## config.mk

```make
export PLATFORM = sky130hd
export DESIGN_NAME = pe_link_rr_arb
export DESIGN_NICKNAME = d
export VERILOG_FILES = /design/src/rtl/pe_link_rr_arb.sv
export SDC_FILE = /design/constraint.sdc
export NUM_CORES = 1
export LEC_CHECK = 0
export CAP_MARGIN = 5
export CORE_AREA = 3 3 257 259
export DETAILED_ROUTE_END_ITERATION = 6
export DIE_AREA = 0 0 260 262
export PLACE_DENSITY_LB_ADDON = 0.08
export SYNTH_ARGS = -nofsm -noshare
export SYNTH_HDL_FRONTEND = slang
export SYNTH_SLANG_ARGS = --single-unit
```

## constraint.sdc

```tcl
create_clock -name clk -period 2.3 [get_ports clk]
set_input_delay 0.46 -clock clk [delete_from_list [all_inputs] [get_ports clk]]
set_output_delay 0.46 -clock clk [all_outputs]
set_load 0.01 [all_outputs]
```

## src/rtl/pe_link_rr_arb.sv

```systemverilog
// Round-robin arbiter sharing one registered west-bound PE link among NUM_REQ
// valid/ready requesters; a grant lasts until in_last or MAX_BURST beats.
module pe_link_rr_arb #(
  parameter int WIDTH     = 130,
  parameter int NUM_REQ   = 4,
  parameter int MAX_BURST = 8,
  parameter int GID_W     = 2
) (
  input  logic                     clk,
  input  logic                     reset,
  input  logic                     ap_start,
  input  logic [NUM_REQ*WIDTH-1:0] in_data,
  input  logic [NUM_REQ-1:0]       in_valid,
  input  logic [NUM_REQ-1:0]       in_last,
  output logic [NUM_REQ-1:0]       in_ready,
  output logic [WIDTH-1:0]         out_to_west,
  output logic                     out_valid,
  input  logic                     out_ready,
  output logic [GID_W-1:0]         grant_id,
  output logic                     busy
);

  // state | meaning
  // IDLE  | no grant held; pick the next valid requester after last_grant
  // BURST | grant_id owns the link until in_last or MAX_BURST accepted beats

  typedef enum logic {IDLE = 1'b0, BURST = 1'b1} state_t;

  state_t           state;
  logic [GID_W-1:0] last_grant;
  logic [GID_W-1:0] pick;
  logic             pick_found;
  logic [7:0]       beat_cnt;
  logic [7:0]       beat_cnt_inc;
  logic [WIDTH-1:0] sel_data;
  logic             sel_valid;
  logic             sel_last;
  logic             link_free;
  logic             accept;

  // Two passes: requesters above last_grant first, then wrap to the rest.
  always_comb begin
    pick       = '0;
    pick_found = 1'b0;
    for (int i = 0; i < NUM_REQ; i++) begin
      if (!pick_found && in_valid[i] && (GID_W'(i) > last_grant)) begin
        pick       = GID_W'(i);
        pick_found = 1'b1;
      end
    end
    for (int i = 0; i < NUM_REQ; i++) begin
      if (!pick_found && in_valid[i] && (GID_W'(i) <= last_grant)) begin
        pick       = GID_W'(i);
        pick_found = 1'b1;
      end
    end
  end

  always_comb begin
    sel_data  = '0;
    sel_valid = 1'b0;
    sel_last  = 1'b0;
    for (int i = 0; i < NUM_REQ; i++) begin
      if (grant_id == GID_W'(i)) begin
        sel_data  = in_data[i*WIDTH +: WIDTH];
        sel_valid = in_valid[i];
        sel_last  = in_last[i];
      end
    end
  end

  // The output register may take a new beat when empty or draining this cycle.
  assign link_free    = ap_start && (!out_valid || out_ready);
  assign accept       = (state == BURST) && link_free && sel_valid;
  assign beat_cnt_inc = beat_cnt + 8'd1;
  assign busy         = (state == BURST);

  always_comb begin
    in_ready = '0;
    if ((state == BURST) && link_free) begin
      for (int i = 0; i < NUM_REQ; i++) begin
        in_ready[i] = (grant_id == GID_W'(i));
      end
    end
  end

  always_ff @(posedge clk) begin
    if (reset) begin
      state       <= IDLE;
      grant_id    <= '0;
      last_grant  <= GID_W'(NUM_REQ - 1);
      beat_cnt    <= '0;
      out_to_west <= '0;
      out_valid   <= 1'b0;
    end else begin
      if (accept) begin
        out_to_west <= sel_data;
        out_valid   <= 1'b1;
      end else if (out_ready) begin
        out_valid <= 1'b0;
      end

      case (state)
        IDLE: begin
          if (ap_start && pick_found) begin
            grant_id <= pick;
            beat_cnt <= '0;
            state    <= BURST;
          end
        end
        BURST: begin
          if (accept) begin
            beat_cnt <= beat_cnt_inc;
            if (sel_last || (beat_cnt_inc == 8'(MAX_BURST))) begin
              last_grant <= grant_id;
              state      <= IDLE;
            end
          end
        end
        default: state <= IDLE;
      endcase
    end
  end

endmodule

```

# --- After elaboration in Yosys (flattened, before gate mapping) ---
# Cells that the tools add are included.
classes:
  addsub: 1
  mul: 0
  n_div: 0
  n_lt_le_gt_ge: 8
  n_eq_ne: 6
  shift: 0
  muxes: 37
  n_bitwise: 1
  reduce_logical: 34
op_table:
  columns: ["cell", "count"]
  rows:
  - ["$mux 130", 4]
  - ["$mux 1", 22]
  - ["$logic_and 1x1->1", 19]
  - ["$mux 8", 2]
  - ["$pmux 8 s2", 1]
  - ["$mux 2", 6]
  - ["$add 8x1->8 const B", 1]
  - ["$eq 8x4->1 const B", 1]
  - ["$logic_not 1->1", 8]
  - ["$eq 2x2->1 const B", 2]
  - ["$gt 1x2->1 const A", 2]
  - ["$gt 2x2->1 const A", 2]
  - ["$le 1x2->1 const A", 2]
  - ["$le 2x2->1 const A", 2]
  - ["$mux 4", 1]
  - ["$reduce_and 2->1", 2]
  - ["$reduce_and 3->1", 1]
  - ["$eq 2x1->1 const B", 1]
  - ["$logic_not 2->1", 1]
  - ["$logic_or 1x1->1", 2]
  - ["$ne 2x1->1 const B", 1]
  - ["$ne 2x2->1 const B", 1]
  - ["$pmux 1 s2", 1]
  - ["$reduce_bool 2->1", 1]
  - ["$not 1->1", 1]
totals:
  ff_bits: 144
  latch_bits: 0
  ram_bits: 0
  mem_bits_ro: 0
  in_bits: 532
  out_inout_bits: 138
  elab_cells: 93
  mem_count: 0

# --- Logic depth before layout (Yosys ltp) ---
# Gate-level depths: netlist of run 1.
logic_depth:
  ltp_word: 34
  depth_mapped: 7
  mapped_depth_nobuf: 6

# --- Least setup slack after synthesis of run 1 ---
# OpenSTA, ideal clock, no wires.
synth_timing:
  kind: "register to register"
  startpoint: "register grant_id[0]"
  endpoint: "register out_to_west[100]"
  setup_ns: 0.132
  arrival_ns: 1.708
  required_ns: 2.168
  setup_slack_ns: 0.460
  stages_incl_launch_ff: 8
  n_path_buf: 3
  synth_period_minus_slack_ns: 1.840
  path_cell_list: "dfxtp_1 mux4_2 and4_1 buf_4 buf_6 buf_2 nand2_1 a21oi_1"
synth_between:
  elab_chain_len: 6
  elab_cells_between_ends: 13
  classes_between: "eq/ne: 3; mux: 8; reduce/logical: 2"
synth_rtl:
  columns: ["element", "line_no", "rtl"]
  rows:
  - ["from (decl)", "19", "output logic [GID_W-1:0] grant_id,"]
  - ["from (signal assigned)", "106", "grant_id <= pick;"]
  - ["$logic_not 2->1", "64", "if (grant_id == GID_W'(i)) begin"]
  - ["$mux 1 (4 in series)", "64", null]
  - ["$logic_and 1x1->1", "74", "assign accept = (state == BURST) && link_free && sel_valid;"]
  - ["to (signal assigned)", "97", "out_to_west <= sel_data;"]
  - ["to (decl)", "16", "output logic [WIDTH-1:0] out_to_west,"]
# Parallel ways exist; a longest one is shown, timed or not.
# A chain may end at the register's enable or synchronous reset.

# --- Worst setup path after layout of run 1 ---
layout_timing:
  startpoint: "input out_ready"
  endpoint: "output in_ready[3]"
layout_between:
  elab_chain_len: 4
layout_rtl:
  columns: ["element", "line_no", "rtl"]
  rows:
  - ["from (decl)", "18", "input logic out_ready,"]
  - ["$logic_or 1x1->1", "73", "assign link_free = ap_start && (!out_valid || out_ready);"]
  - ["$logic_and 1x1->1", "73", null]
  - ["$logic_and 1x1->1", "80", "if ((state == BURST) && link_free) begin"]
  - ["$mux 4", "80", null]
  - ["to (decl)", "15", "output logic [NUM_REQ-1:0] in_ready,"]
# Every way passes these cells.

==> reports/metrics.yaml, run 1 <==
synth_edf_count: 0
placed_area_um2: 16300
nets: 2015
via_per_inst: 3.89
area_growth_pct: 99.5
hold_viol: 0
syn_inst: 837
crit_slowest_cell: "clkdlybuf4s50_1"
clock_latency_ns: 0.47
stdcell_area_um2: 16800
vias: 9150
drv_cap: 0
core.rowCount: 93
drc: 0
fmax_ghz: 0.457
cts_sinks: 144
rsz0062_at_grt: "false"
cts_buffers: 17
drive_gt1_frac: 0.138
initial_core_util: 0.132
fp.coreArea_um2: 64100
critPathCaptureType: "output port"
gp_congestion: 0.760
post_cts_buffers: 0
crit_required_ns: 1.84
synth_nets: 1370
finalWirelength_mm: 48.5
cts_hold_buf: 0
synth_cell_types: 38
io_buffers: 669
seq_area_frac_synth: 0.342
fin_crit_sh: 0.952
synth_top_cell_area_share: 0.352
ios: 670
drtAntennaViolNets: 0
hp-class: "input port to flip-flop"
cp.arrival_ns: 1.73
grt_pass1_vias: 9692
die_h_um: 262
fp.dieW_um: 260
hpwl_mm: 40.1
criticalPathCategory: "input port to output port"
crit_family: "buffers and inverters"
power_w: 0.00803
max-slew-margin-rel: 0.615
vdd_drop_max_uv: 389
grt_overflow_total: 0
avgSynthCellArea_um2: 10.1
synth-async-reset-ratio: 0
synth_seq_cells: 144
dr.pass1.iters: 4
cts_root_buf: "clkbuf_16"
crit_fanout: 4
grt_use_total: 0.137
routedWlPerCell_um: 20.6
outcome: "completed"
grt_antenna_before_repair: 5
ys.flop_type: "dfxtp_1"
path_cells: "clkdlybuf4s50_1 -> nand2b_1 -> and3_4 -> and3_1 -> dlygate4sd2_1"
leakage_nw: 5.46
synthTopCellsByArea: "mux4_2 (35%), dfxtp_1 (34%), nand2_1 (12%)"
setup_violations: 0
grt_pass1_wl_mm: 67.7
finalCriticalPeriod_ns: 2.19
powerDensity_nw_per_um2: 477
worstMarginPinSlew_ns: 0.578
startpoint_type: "input port"
setup_tns_ns: 0
critPathBufInv: 2
synth_top_cell_by_area: "mux4_2"
yosys_warnings: 0
slew_viol_final: 0
dieArea_um2: 68100
clk_pin_slew_worst_paths_ns: 0.06
worst_clock_skew_ns: 0.0116
cts_tree: "yes"
drt_iter0_drc: 354
synth_area_um2: 8440
cts.path.max_buffers: 2
grt_max_degree: 70
cpPeakStageDelay_ns: 0.46
h-tree-depth: 4
## state kept, by name, summed over array words and instances (netlist names)
name and cells:
out_to_west 130, beat_cnt 8, grant_id 2, last_grant 2
busy 1, out_valid 1
## worst paths after layout
kind	slack (ns)	cells past startpoint	start	to
worst max register to register	0.33	5	grant_id[0]	beat_cnt[6]
worst max-delay path	0.11	5	out_ready	in_ready[3]
worst min register to register	0.45	2	out_to_west[59]	out_to_west[59]
worst min-delay path	0.39	2	reset	out_to_west[128]
## layer usage
metal | global-route usage | vias to the layer above | share of wire
met5 | 0 | - | 0.00047
met4 | 0.0366 | 4 | 0.013
met3 | 0.0463 | 35 | 0.077
met2 | 0.245 | 332 | 0.52
met1 | 0.156 | 4427 | 0.39
li1 | - | 4352 | -
## Yosys cell counts, types with 2 or more instances
cell / instances
nand2_1: 263
dfxtp_1: 144
a21oi_1: 141
mux4_2: 132
buf_2: 35
clkbuf_1: 31
nor2_1: 18
buf_4: 10
o21ai_0: 8
and3_1: 6
nand2b_1: 4
a211oi_1: 3
buf_6: 3
inv_1: 3
mux2i_1: 3
nand3_1: 3
nand3b_1: 3
nor2b_1: 3
o22ai_1: 3
a41oi_1: 2
nor3b_1: 2
## stage by stage
stage / hold WS, ns / std cells / setup WS [ns] / util
finish: 0.395 / 2353 / 0.111 / 0.262
global route: 0.385 / 2351 / 0.0148 / 0.262
CTS: 0.355 / 2350 / 0.0526 / 0.262
detailed placement: 0.446 / 2318 / -0.256 / 0.254
global placement: 0.442 / 2318 / -0.281 / 0.254
floorplan: 0.470 / 837 / 0.460 / -
## logic make-up after synthesis
| logic type | share of synthesized area |
|---|---|
| multiplexers | 0.356 |
| buffers and inverters | 0.0492 |
| AND/OR/NAND/NOR | 0.149 |
| flip-flops | 0.342 |
| adder cells (fa/ha/maj) | 0.00148 |
| AO/OA/AOI/OAI | 0.102 |
## cell type report
| type | count | area (um2) |
|---|---|---|
| Clock inverter | 9 | 83.8 |
| Fill cell | 6806 | 47300 |
| Sequential cell | 144 | 2890 |
| Multi-Input combinational cell | 610 | 5140 |
| Antenna cell | 3 | 7.51 |
| Inverter | 3 | 11.3 |
| Clock buffer | 23 | 468 |
| Tap cell | 855 | 1070 |
| Timing Repair Buffer | 706 | 7150 |
## what timing repair did
action	CTS	global route
gates resized for setup	6	3
setup endpoints to repair	4	1
cloned	0	0
pin swaps	0	0
## layout by cell type, fill, tap and decap left out, types with 2 or more instances in the layout
cell type | Yosys | layout
nand3b_1 | 3 | 3
nand2b_1 | 4 | 4
dfxtp_1 | 144 | 142
nor3b_1 | 2 | 2
dlygate4sd2_1 | 0 | 3
clkdlybuf4s50_1 | 0 | 664
mux4_2 | 132 | 132
nor2b_1 | 3 | 3
o22ai_1 | 3 | 3
nand2_1 | 263 | 263
o21ai_0 | 8 | 8
buf_4 | 10 | 22
clkbuf_8 | 0 | 2
inv_1 | 3 | 3
a211oi_1 | 3 | 3
diode_2 | 0 | 3
nor2_1 | 18 | 18
mux2i_1 | 3 | 3
and3_1 | 6 | 5
a41oi_1 | 2 | 2
dfxtp_4 | 0 | 2
a21oi_1 | 141 | 141
nand3_1 | 3 | 3
clkinv_2 | 0 | 3
clkbuf_16 | 0 | 17
buf_12 | 0 | 15
clkinvlp_4 | 0 | 4
clkbuf_1 | 31 | 4
## power breakdown
part	leakage, nW	internal [W]	total, W	switching (W)
clock	0.260	0.00154	0.00271	0.00117
combinational	4.04	0.00167	0.00264	0.000965
sequential	1.17	0.00260	0.00268	0.0000769
total	5.46	0.00581	0.00803	0.00222
(Power assumes the default switching activity.)
==> run 2: changes to the inputs <==
CAP_MARGIN = 0   (was 5)
SKIP_CTS_REPAIR_TIMING = 1   (was unset)
SLEW_MARGIN = 40   (was unset)
==> run 2 against run 1 <==
  * Via count barely moved
  * Clock skew barely moved
  * Routed wire length barely moved
  * Hold slack is essentially flat
==> reports/metrics.yaml, run 2 (synthesized netlist as in run 1, its figures left out) <==
outcome: "completed"
rsz0062_at_grt: "false"
routedWlPerCell_um: 20.6  # about the same
vdd_drop_max_uv: 389  # about the same
via_per_inst: 3.89  # about the same
worstHoldStart: "reset"
worst_clock_skew_ns: 0.0116  # -0.00000320 ns
timing.hold.ws_ns: 0.395  # +0.000468 ns
whs_path_depth: 2  # unchanged
gp_congestion: 0.760  # unchanged
final_common_cell: "clkdlybuf4s50_1"
utilization: 0.263  # +0.000410
grt_max_degree: 70  # unchanged
max-slew-margin-rel: 0.615  # about the same
grt_overflow_total: 0  # unchanged
grt_pass1_vias: 9692  # unchanged
fmax_ghz: 0.465  # +1.8%
setup_violations: 0  # unchanged
cts_sinks: 144  # unchanged
rrSetupSlack_ns: 0.33  # about the same
finalWirelength_mm: 48.6  # about the same
initial_core_util: 0.132  # unchanged
clock_latency_ns: 0.47  # about the same
reg2reg_depth: 5  # unchanged
critPathLaunch: "grant_id[0]"
layout_common_cells: "clkdlybuf4s50_1 (664), nand2_1 (263), dfxtp_1 (142)"
grt_antenna_before_repair: 5  # unchanged
top_register: "out_to_west"
cts_buffers: 17  # unchanged
die_h_um: 262  # unchanged
drt_iter0_drc: 342  # -3.4%
power_w: 0.00803  # about the same
r2r-start: "grant_id[0]"
hpwl_mm: 40.1  # unchanged
vias: 9146  # -0.044%
io_buffers: 669  # unchanged
hold_viol: 0  # unchanged
grt_use_total: 0.137  # about the same
powerDensity_nw_per_um2: 476  # -0.17%
cp.arrival_ns: 1.69  # -0.04 ns
largest_register_ffs: 130  # unchanged
drc: 0  # unchanged
ios: 670  # unchanged
crit_fanout: 11  # +7
h-tree-depth: 4  # unchanged
fin_crit_sh: 0.935  # -0.0170
criticalPathCategory: "flip-flop to output port"
cts.path.max_buffers: 2  # unchanged
clk_pin_slew_worst_paths_ns: 0.06  # about the same
leakage_nw: 5.53  # +1.1%
core.rowCount: 93  # unchanged
r2r_end: "beat_cnt[6]"
critPathCaptureType: "output port"
nets: 2015  # unchanged
finalCriticalPeriod_ns: 2.15  # -0.0391 ns
grt_pass1_wl_mm: 67.7  # about the same
fp.coreArea_um2: 64100  # unchanged
dr.pass1.iters: 4  # unchanged
crit_end: "grant_id[0]"
crit_required_ns: 1.84  # about the same
cts_root_buf: "clkbuf_16"
hp-class: "input port to flip-flop"
dieArea_um2: 68100  # unchanged
post-place-cells: 2318  # unchanged
top_regs: "out_to_west x130, beat_cnt x8"
drtAntennaViolNets: 0  # unchanged
worstMarginPinSlew_ns: 0.578  # +0.000652 ns
drive_gt1_frac: 0.138  # unchanged
cts_tree: "yes"
slew_viol_final: 0  # unchanged
startpoint_type: "flip-flop"
final_cells: 2353  # unchanged
drv_cap: 0  # unchanged
area_growth_pct: 99.8
fp.dieW_um: 260  # unchanged
==> run 2: area by class of cell <==
class                           instances  area [um2]
Timing Repair Buffer                  706        7170
Clock buffer                           23         468
Clock inverter                          9        83.8
Fill cell                            6801       47300
Inverter                                3        11.3
Sequential cell                       144        2890
Multi-Input combinational cell        610        5150
Antenna cell                            3        7.51
Tap cell                              855        1070
==> run 2: worst min path at each step <==
stage                             endpoint
after floorplan                beat_cnt[2]
after CTS                      grant_id[1]
final                     out_to_west[128]
after global placement    out_to_west[109]
after global routing      out_to_west[128]
after detailed placement  out_to_west[122]
==> run 2: layer usage <==
layer  track usage  vias to the layer above  share of wire
met5             0                        -        0.00047
met4        0.0366                        4          0.013
met3        0.0463                       35          0.079
met2         0.245                      332           0.52
met1         0.156                     4423           0.38
li1              -                     4352              -
==> run 2: stage by stage <==
step	cell area, um2	TNS (ns)	setup slack, ns
final	16900	0	0.150
after global routing	16900	0	0.0410
after CTS	16800	-0.912	-0.283
after detailed placement	16300	-4.83	-0.256
after global placement	16300	-3.20	-0.281
after floorplan	8440	0	0.460
==> run 2: worst max-delay path: stages (launching register included) <==
cell and delay (ns):
dfxtp_4 0.47, buf_12 0.20, clkdlybuf4s50_1 0.55
==> run 2: power by group <==
group / switching [W] / internal, W / total (W)
clock network: 0.00117 / 0.00154 / 0.00271
logic: 0.000964 / 0.00168 / 0.00264
registers: 0.0000774 / 0.00260 / 0.00268
total: 0.00221 / 0.00582 / 0.00803
==> run 3: changes to the inputs <==
CORE_AREA = 2 2 264 266   (was 3 3 257 259)
DIE_AREA = 0 0 266 268   (was 0 0 260 262)
MAX_ROUTING_LAYER = met4   (was unset)
==> run 3 against run 2 <==
  * Setup slack gained 0.028 ns
  * Die area grew 4.7%
  * Power up 5.9%
==> reports/metrics.yaml, run 3 (synthesized netlist as in run 1, its figures left out) <==
clock_latency_ns: 0.47  # about the same
gp_congestion: 0.773  # +1.8%
largest_register_ffs: 130  # unchanged
r2r-start: "grant_id[1]"
crit_slowest_cell: "clkdlybuf4s50_1"
crit_fanout: 35  # +24
dr.pass1.iters: 4  # unchanged
setup_tns_ns: 0  # unchanged
num_antenna_cells: 0  # -3
leakage_nw: 5.68  # +2.7%
cp.arrival_ns: 1.66  # -0.03 ns
startpoint_type: "flip-flop"
r2r_end: "last_grant[1]"
area_growth_pct: 103
cts_buffers: 17  # unchanged
ios: 670  # unchanged
die_h_um: 268  # +2.3%
crit_required_ns: 1.84  # about the same
cpPeakStageDelay_ns: 0.58  # +0.03 ns
place_ws_ns: -0.178  # +0.0780 ns
setup_violations: 0  # unchanged
core.rowCount: 96  # +3.2%
grt_pass1_vias: 9719  # +0.28%
cts_root_buf: "clkbuf_16"
nets: 2031  # +0.79%
grt_max_degree: 69  # -1.4%
critPathBufInv: 2  # unchanged
drt_iter0_drc: 276  # -19%
path_cells: "buf_16 -> clkdlybuf4s50_1"
vias: 9220  # +0.81%
fp.dieW_um: 266  # +2.3%
via_per_inst: 3.85  # -0.88%
rrSetupSlack_ns: 0.34  # about the same
dieArea_um2: 71300  # +4.7%
grt_antenna_before_repair: 0  # -5
finalWirelength_mm: 48.4  # -0.37%
fin_crit_sh: 0.922  # -0.0121
worst_clock_skew_ns: 0.0104  # -0.00115 ns
critPathCaptureType: "output port"
grt_pass1_wl_mm: 66.8  # -1.2%
worstHoldStart: "reset"
hold_viol: 0  # unchanged
layout_common_cells: "clkdlybuf4s50_1 (663), nand2_1 (263), dfxtp_1 (142)"
rsz0062_at_grt: "false"
fp.coreArea_um2: 68200  # +6.4%
io_buffers: 669  # unchanged
routedWlPerCell_um: 20.2  # -2.0%
drc: 0  # unchanged
drv_cap: 0  # unchanged
cts_tree: "yes"
crit_family: "buffers and inverters"
initial_core_util: 0.124  # -0.00793
fill_cells: 7308  # +7.5%
drtAntennaViolNets: 0  # unchanged
whs_path_depth: 2  # unchanged
max-slew-margin-rel: 0.691  # +0.0764
outcome: "completed"
final_common_cell: "clkdlybuf4s50_1"
top_regs: "out_to_west x130, beat_cnt x8"
fmax_ghz: 0.471  # +1.3%
reg2reg_depth: 7  # +2
vdd_drop_max_uv: 507  # +30%
worstMarginPinSlew_ns: 0.464  # -0.115 ns
drive_gt1_frac: 0.148  # +0.0105
cts.path.max_buffers: 2  # unchanged
grt_overflow_total: 0  # unchanged
cts_sinks: 144  # unchanged
hpwl_mm: 39.6  # -1.3%
criticalPathCategory: "flip-flop to output port"
finalCriticalPeriod_ns: 2.12  # -0.0278 ns
utilization: 0.251  # -0.0121
slew_viol_final: 0  # unchanged
placed_area_um2: 16400  # +0.75%
clk_pin_slew_worst_paths_ns: 0.07  # about the same
powerDensity_nw_per_um2: 497  # +4.4%
multi_input_area_um2: 5140  # -0.15%
grt_use_total: 0.134  # -0.00319
setup_slack_ns: 0.178  # +0.0278 ns
stdcell_area_um2: 17100  # +1.5%
hp-class: "input port to flip-flop"
top_register: "out_to_west"
seq_area_um2: 2890  # unchanged
h-tree-depth: 4  # unchanged
hold_path_end: "out_to_west[126]"
run 3: worst max path at each step:
stage / startpoint / to / cells past startpoint
finish: grant_id[1] / grant_id[1] / 2
global route: grant_id[1] / grant_id[1] / 2
CTS: out_ready / in_ready[0] / 5
detailed placement: out_ready / in_ready[0] / 5
global placement: out_ready / in_ready[0] / 5
floorplan: grant_id[0] / out_to_west[100] / 7
run 3: layout make-up:
class / count / share of cell area
clock buffer: 21 / 0.0275
tap: 882 / 0.0645
timing repair buffer: 722 / 0.427
clock inverter: 11 / 0.0103
inverter: 3 / 0.000658
sequential: 144 / 0.169
multi-input combinational: 610 / 0.301
run 3: worst register-to-register path, cell delays in order, from the launching register on:
cell	delay [ns]
dfxtp_4	0.37
buf_4	0.23
mux4_2	0.25
nand4_1	0.13
buf_4	0.21
buf_12	0.15
a211oi_2	0.32
mux2i_1	0.23
run 3: through the flow:
stage	total power (W)	hold slack, ns	cells
after global routing	0.00894	0.324	2393
after CTS	0.00872	0.308	2391
after floorplan	0.00383	0.470	837
after detailed placement	0.00547	0.445	2359
final	0.00850	0.354	2393
after global placement	0.00547	0.442	2359
run 3: routing by layer:
metal  up-vias  part of all wire  GRT usage
met5         -                 0          -
li1       4385                 -          -
met1      4443              0.38      0.140
met2       357              0.54      0.245
met4         0             0.016     0.0375
met3        35             0.065     0.0378
run 3: report_power, final:
part / internal, W / switching [W]
clock: 0.00191 / 0.00123
sequential: 0.00260 / 0.0000660
combinational: 0.00171 / 0.000988
total: 0.00622 / 0.00228
